$ cat src/rtl/cpu_mem_pkg.sv
// Shared definitions for the CPU byte-memory port: widths, command op
// encodings and the memory-port master state type.
package cpu_mem_pkg;

  localparam int CPU_ADDR_W = 13;
  localparam int CPU_DATA_W = 8;

  localparam logic [1:0] OP_READ1  = 2'b00;
  localparam logic [1:0] OP_READ2  = 2'b01;
  localparam logic [1:0] OP_WRITE1 = 2'b10;
  localparam logic [1:0] OP_RSVD   = 2'b11;

  typedef enum logic [2:0] {
    ST_IDLE,
    ST_RD_HI,
    ST_RD_LO,
    ST_WR,
    ST_RESP
  } mem_state_t;

endpackage

$ cat src/rtl/mem_port_master.sv
// CPU-side initiator for the byte-wide instruction/data memory. Runs one
// command at a time (single read, big-endian pair read, single write) and
// reports completion with a one-cycle response pulse.
//
// state    | meaning
// ---------+-------------------------------------------------------------
// ST_IDLE  | ready for a command; accept loads mem_addr/mem_wdata
// ST_RD_HI | hold mem_addr for WAIT_CYCLES, sample first (high) byte
// ST_RD_LO | hold mem_addr+1 for WAIT_CYCLES, sample low byte (READ2)
// ST_WR    | mem_we high for this single cycle
// ST_RESP  | rsp_valid pulse; reserved ops land here directly with error
module mem_port_master
  import cpu_mem_pkg::*;
#(
  parameter int ADDR_W      = CPU_ADDR_W,
  parameter int DATA_W      = CPU_DATA_W,
  parameter int WAIT_CYCLES = 0
) (
  input  logic                clk,
  input  logic                rst,
  input  logic                cmd_valid,
  output logic                cmd_ready,
  input  logic [1:0]          cmd_op,
  input  logic [ADDR_W-1:0]   cmd_addr,
  input  logic [DATA_W-1:0]   cmd_wdata,
  output logic                rsp_valid,
  output logic [2*DATA_W-1:0] rsp_data,
  output logic                rsp_err,
  output logic [ADDR_W-1:0]   mem_addr,
  output logic [DATA_W-1:0]   mem_wdata,
  output logic                mem_we,
  input  logic [DATA_W-1:0]   mem_rdata
);

  // The wait counter loads this value and counts down; zero marks the
  // sampling cycle of a read state.
  localparam logic [3:0] WAIT_INIT = 4'(WAIT_CYCLES);
  localparam logic [ADDR_W-1:0] ADDR_ONE = {{(ADDR_W-1){1'b0}}, 1'b1};

  mem_state_t          state_q, state_d;
  logic [1:0]          op_q, op_d;
  logic [ADDR_W-1:0]   mem_addr_q, mem_addr_d;
  logic [DATA_W-1:0]   mem_wdata_q, mem_wdata_d;
  logic [DATA_W-1:0]   hi_q, hi_d;
  logic [3:0]          wait_q, wait_d;
  logic [2*DATA_W-1:0] rsp_data_q, rsp_data_d;
  logic                rsp_err_q, rsp_err_d;

  // State and datapath registers; async reset aborts any command in flight.
  always_ff @(posedge clk or posedge rst) begin
    if (rst) begin
      state_q     <= ST_IDLE;
      op_q        <= OP_READ1;
      mem_addr_q  <= '0;
      mem_wdata_q <= '0;
      hi_q        <= '0;
      wait_q      <= '0;
      rsp_data_q  <= '0;
      rsp_err_q   <= 1'b0;
    end else begin
      state_q     <= state_d;
      op_q        <= op_d;
      mem_addr_q  <= mem_addr_d;
      mem_wdata_q <= mem_wdata_d;
      hi_q        <= hi_d;
      wait_q      <= wait_d;
      rsp_data_q  <= rsp_data_d;
      rsp_err_q   <= rsp_err_d;
    end
  end

  // Next-state, datapath updates and state-decoded strobes.
  always_comb begin
    state_d     = state_q;
    op_d        = op_q;
    mem_addr_d  = mem_addr_q;
    mem_wdata_d = mem_wdata_q;
    hi_d        = hi_q;
    wait_d      = wait_q;
    rsp_data_d  = rsp_data_q;
    rsp_err_d   = rsp_err_q;
    cmd_ready   = 1'b0;
    mem_we      = 1'b0;
    rsp_valid   = 1'b0;

    case (state_q)
      ST_IDLE: begin
        cmd_ready = 1'b1;
        if (cmd_valid) begin
          op_d        = cmd_op;
          mem_addr_d  = cmd_addr;
          mem_wdata_d = cmd_wdata;
          wait_d      = WAIT_INIT;
          case (cmd_op)
            OP_READ1, OP_READ2: state_d = ST_RD_HI;
            OP_WRITE1:          state_d = ST_WR;
            default: begin
              state_d    = ST_RESP;
              rsp_data_d = '0;
              rsp_err_d  = 1'b1;
            end
          endcase
        end
      end

      ST_RD_HI: begin
        if (wait_q != 4'd0) begin
          wait_d = wait_q - 4'd1;
        end else if (op_q == OP_READ2) begin
          hi_d       = mem_rdata;
          mem_addr_d = mem_addr_q + ADDR_ONE;
          wait_d     = WAIT_INIT;
          state_d    = ST_RD_LO;
        end else begin
          rsp_data_d = {{DATA_W{1'b0}}, mem_rdata};
          rsp_err_d  = 1'b0;
          state_d    = ST_RESP;
        end
      end

      ST_RD_LO: begin
        if (wait_q != 4'd0) begin
          wait_d = wait_q - 4'd1;
        end else begin
          rsp_data_d = {hi_q, mem_rdata};
          rsp_err_d  = 1'b0;
          state_d    = ST_RESP;
        end
      end

      ST_WR: begin
        mem_we     = 1'b1;
        rsp_data_d = '0;
        rsp_err_d  = 1'b0;
        state_d    = ST_RESP;
      end

      ST_RESP: begin
        rsp_valid = 1'b1;
        state_d   = ST_IDLE;
      end

      default: state_d = ST_IDLE;
    endcase
  end

  assign mem_addr  = mem_addr_q;
  assign mem_wdata = mem_wdata_q;
  assign rsp_data  = rsp_data_q;
  assign rsp_err   = rsp_err_q;

endmodule

$ cat config.mk
export PLATFORM = sky130hd
export DESIGN_NAME = mem_port_master
export DESIGN_NICKNAME = d
export VERILOG_FILES = /design/src/rtl/cpu_mem_pkg.sv /design/src/rtl/mem_port_master.sv
export SDC_FILE = /design/constraint.sdc
export NUM_CORES = 1
export LEC_CHECK = 0
export CAP_MARGIN = 5
export CELL_PAD_IN_SITES_DETAIL_PLACEMENT = 1
export CELL_PAD_IN_SITES_GLOBAL_PLACEMENT = 1
export CORE_ASPECT_RATIO = 1.5
export CORE_MARGIN = 1
export CORE_UTILIZATION = 39
export CTS_CLUSTER_DIAMETER = 60
export DETAILED_ROUTE_END_ITERATION = 8
export HOLD_SLACK_MARGIN = 0.08
export PLACE_DENSITY_LB_ADDON = 0.1
export SLEW_MARGIN = 5
export SYNTH_ARGS = -nofsm -noshare
export SYNTH_HDL_FRONTEND = slang
export SYNTH_SLANG_ARGS = --single-unit
export TNS_END_PERCENT = 50
$ cat constraint.sdc
create_clock -name clk -period 3.7 [get_ports clk]
set_input_delay 0.37 -clock clk [delete_from_list [all_inputs] [get_ports clk]]
set_output_delay 0.37 -clock clk [all_outputs]
set_load 0.02 [all_outputs]
==> impl_results.md <==
- Synthesis warning total: 0
- Buf/Inv on CP: 2
- Effective utilization at floorplan: 40.6%
- R2R Path Start: wait_q[0]$_DFFE_PP0P_
- Crit path DAT: 2.07 ns
- Post-synth EDFFs: 0
- WHS: 0.493 ns
- Via density: 5.39
- LEAKAGE: 1.62 nW
- Critical-path cell with the highest stage delay: clkdlybuf4s50_1
- MaxCap Viol Count: 0
- Min Clock Period, post-route: 2.44 ns
- Worst min-delay path endpoint: mem_wdata[2]$_DFFE_PP0P_
- Number of placed cells counting well taps: 421
- Final clock skew: 0.00805 ns
- Fill cells: 788
- WS Path Type: register to output port
- Seq pwr share: 35.5%
- CP peak stage delay: 0.64 ns
- Htree depth: 2
- Setup Buffers After CTS: 0
- Critical path launch point type: register
- Initial antenna violation count: 0
- P per Cell Area: 838 nW/um2
- Syn avg cell area: 9.98 um2
- Sw frac: 41.4%
- Die X: 71.2 um
- FMAX: 410 MHz
- Hold Crit Class: register to register
- Sequential share of the synthesized area: 49.1%
- Number of core rows: 37
- Syn nets: 318
- Hold_buf cts: 0
- Setup crit end kind: output port
- Nets: 387
- Final period utilization: 66.0%
- Placer Congestion: 0.770
- Relative slew slack: 49.0%
- Drt first pass iters: 6
- Worst path top cell family by delay: buffers and inverters
- Most common flop cell mapped by yosys: dfrtp_1
- R2R cell count: 7
- Worst-path clk slew: 0.10 ns
- IO Port Bufs: 74
- Total global routing overflow: 0
- Least-Margin Pin Slew: 0.764 ns
- Layout cell share with drive strength beyond 1: 9.40%
- Post-cts resize count: 0
- Post-route DRC violation count: 8
- Final wirelength: 6.96 mm
- Maximum vdd ir drop: 461 uV
- Worst-path cell chain: inv_1, nor3_1, clkdlybuf4s50_1
- RSZ-0062 raised after global routing: false
- Setup TNS: 0 ns
- Comb power frac: 50.9%
- Worst Hold Depth: 2
- Post-Syn Instances: 281
- ANT cells: 0
- Clk_lat worst skew: 0.31 ns
- Root Buffer: clkbuf_8
- Largest net degree at the start of global routing: 37
- Chip height: 106 um
- Post-synth top area cell: dfrtp_1
- Hpwl dp: 5.14 mm
- Total die area: 7540 um2
- CTS tree: done
- R2r setup slk: 1.43 ns
- Max Slew Vio Count: 0
- Clock sinks: 55
- Int Power: 0.00181 W
- Clock Power Share: 13.6%
- Fin cells: 429
- Endpoints failing hold: 0
- Mapped Area: 2800 um2
- Switching pwr: 0.00128 W
- Iteration-0 DRC count of the detailed router: 83
- Layout Area Growth over Synthesis: 31.3%
- Worst EP required: 3.33 ns
- Hold_sp: mem_wdata[2]$_DFFE_PP0P_
- Bufs on Longest Clock Path: 2
- Final setup fails: 0
- ANT nets after route: 0
- Synth top area cells: dfrtp_1 (49%), nand2_1 (7.8%), mux2i_1 (6.4%), mux2_2 (4.4%), inv_1 (3.1%)
- First-pass GRT wire length: 11.9 mm
- Total CTS buffers: 5
- I/O Pins: 75
- Vias in the first global route: 2438
- Async SR Flop Fraction: 100%
- Worst R2R End: rsp_data[8]$_DFFE_PP0P_
- Overall Global Routing Usage: 20.0%
- Synth top area share: 49.1%
- Max FO, Critical Path: 11
- Netlist cell types: 49
- Pwr Total: 0.00309 W
- Yosys reg bits: 55
- Failing checks: design-rule violations
- CORE AREA: 6900 um2
- WL/cell: 16.2 um
- Status: finished, violations left
- Final design utilization: 53.4%
- Via count: 2312
power groups by stage:
stage,Combinational [W],Clock (W),Sequential [W]
floorplan,0.000926,0,0.00121
global placement,0.00154,0,0.00109
detailed placement,0.00159,0,0.00110
CTS,0.00160,0.000432,0.00110
global route,0.00171,0.000452,0.00114
finish,0.00157,0.000419,0.00109
worst reg2reg max path, cell delays in order, from the launching register on:
cell	delay (ns)
dfrtp_1	0.40
inv_1	0.08
ha_1	0.20
nor3b_2	0.21
a2111oi_2	0.39
nand3b_1	0.33
buf_4	0.33
mux2i_1	0.25
final cells by class:
| class | count | area (um2) | area share [%] |
|---|---|---|---|
| clock buffers | 6 | 82.6 | 2.24 |
| clock inverters | 2 | 35.0 | 0.952 |
| inverters | 23 | 86.3 | 2.35 |
| multi-input cells | 187 | 1230 | 33.5 |
| flip-flops and latches | 55 | 1380 | 37.4 |
| well taps | 78 | 97.6 | 2.65 |
| repair buffers | 78 | 771 | 20.9 |
metrics by stage:
| step | area, um2 | worst slack (ns) |
|---|---|---|
| after detailed placement | 3560 | 1.27 |
| final | 3680 | 1.26 |
| after global placement | 3560 | 1.35 |
| after CTS | 3680 | 1.24 |
| after floorplan | 2800 | 1.62 |
| after global routing | 3680 | 1.14 |
how the worst max path moves through the flow:
| stage | start | to | slack, ns | cells after the start |
|---|---|---|---|---|
| 2_1_floorplan | state_q[1]$_DFFE_PP0P_ | rsp_err$_DFFE_PP0P_ | 1.62 | 6 |
| 3_3_place_gp | cmd_valid | rsp_data[7]$_DFFE_PP0P_ | 1.35 | 6 |
| 3_5_place_dp | cmd_valid | rsp_data[8]$_DFFE_PP0P_ | 1.27 | 6 |
| 4_1_cts | state_q[2]$_DFFE_PP0P_ | rsp_valid | 1.24 | 3 |
| 5_1_grt | state_q[2]$_DFFE_PP0P_ | rsp_valid | 1.14 | 3 |
| 6_report | state_q[2]$_DFFE_PP0P_ | rsp_valid | 1.26 | 3 |
cell usage after synthesis (3+ instances only):
cell and n:
nand2_1 58, dfrtp_1 55, inv_1 23, mux2i_1 18
a21oi_1 13, mux2_2 11, nor2_1 10, o21ai_0 9
nand3_1 6, o22ai_1 6, a2bb2oi_1 5, buf_2 5
nor3_1 5, clkbuf_1 4, nand4_1 4, a31oi_1 3
and4_1 3, buf_4 3, ha_1 3, nand2b_1 3
cell usage in the layout, fill, tap and decap left out, types with 2 or more instances in the layout:
master,count
dfrtp_1,55
and3_1,2
o2bb2a_1,2
a2bb2oi_1,5
a211o_1,2
o22a_1,2
and4_1,3
nor3_1,5
mux2_2,11
buf_4,4
nand2b_1,3
clkdlybuf4s50_1,74
nand4_1,4
nand2_1,58
clkbuf_8,6
inv_1,22
a21oi_1,13
nand3_1,6
o21ai_0,9
nor2_1,10
ha_1,3
mux2i_1,18
a31oi_1,3
o22ai_1,6
metal layers:
metal	share of wire, %	global-route usage [%]	vias up
li1	-	-	1101
met1	42	23.0	1150
met2	54	37.2	52
met3	3.1	3.15	9
met4	1.4	6.29	0
met5	0	0	-
logic make-up (layout without fill, tap and decap cells):
| family | count (synthesis) | count (layout) | share of synthesized area [%] |
|---|---|---|---|
| simple gates | 103 | 103 | 18.8 |
| flops | 55 | 55 | 49.1 |
| compound gates | 52 | 52 | 13.0 |
| buf+inv | 39 | 109 | 6.96 |
| mux | 29 | 29 | 10.8 |
| fa+ha+maj | 3 | 3 | 1.34 |
sequential cells by signal (all words and copies together), names as in the netlist:
signal	count
hi_q	8
rsp_err	1
mem_wdata	8
op_q	2
wait_q	4
mem_addr	13
state_q	3
rsp_data	16
Power figures use the tool's default switching activity.
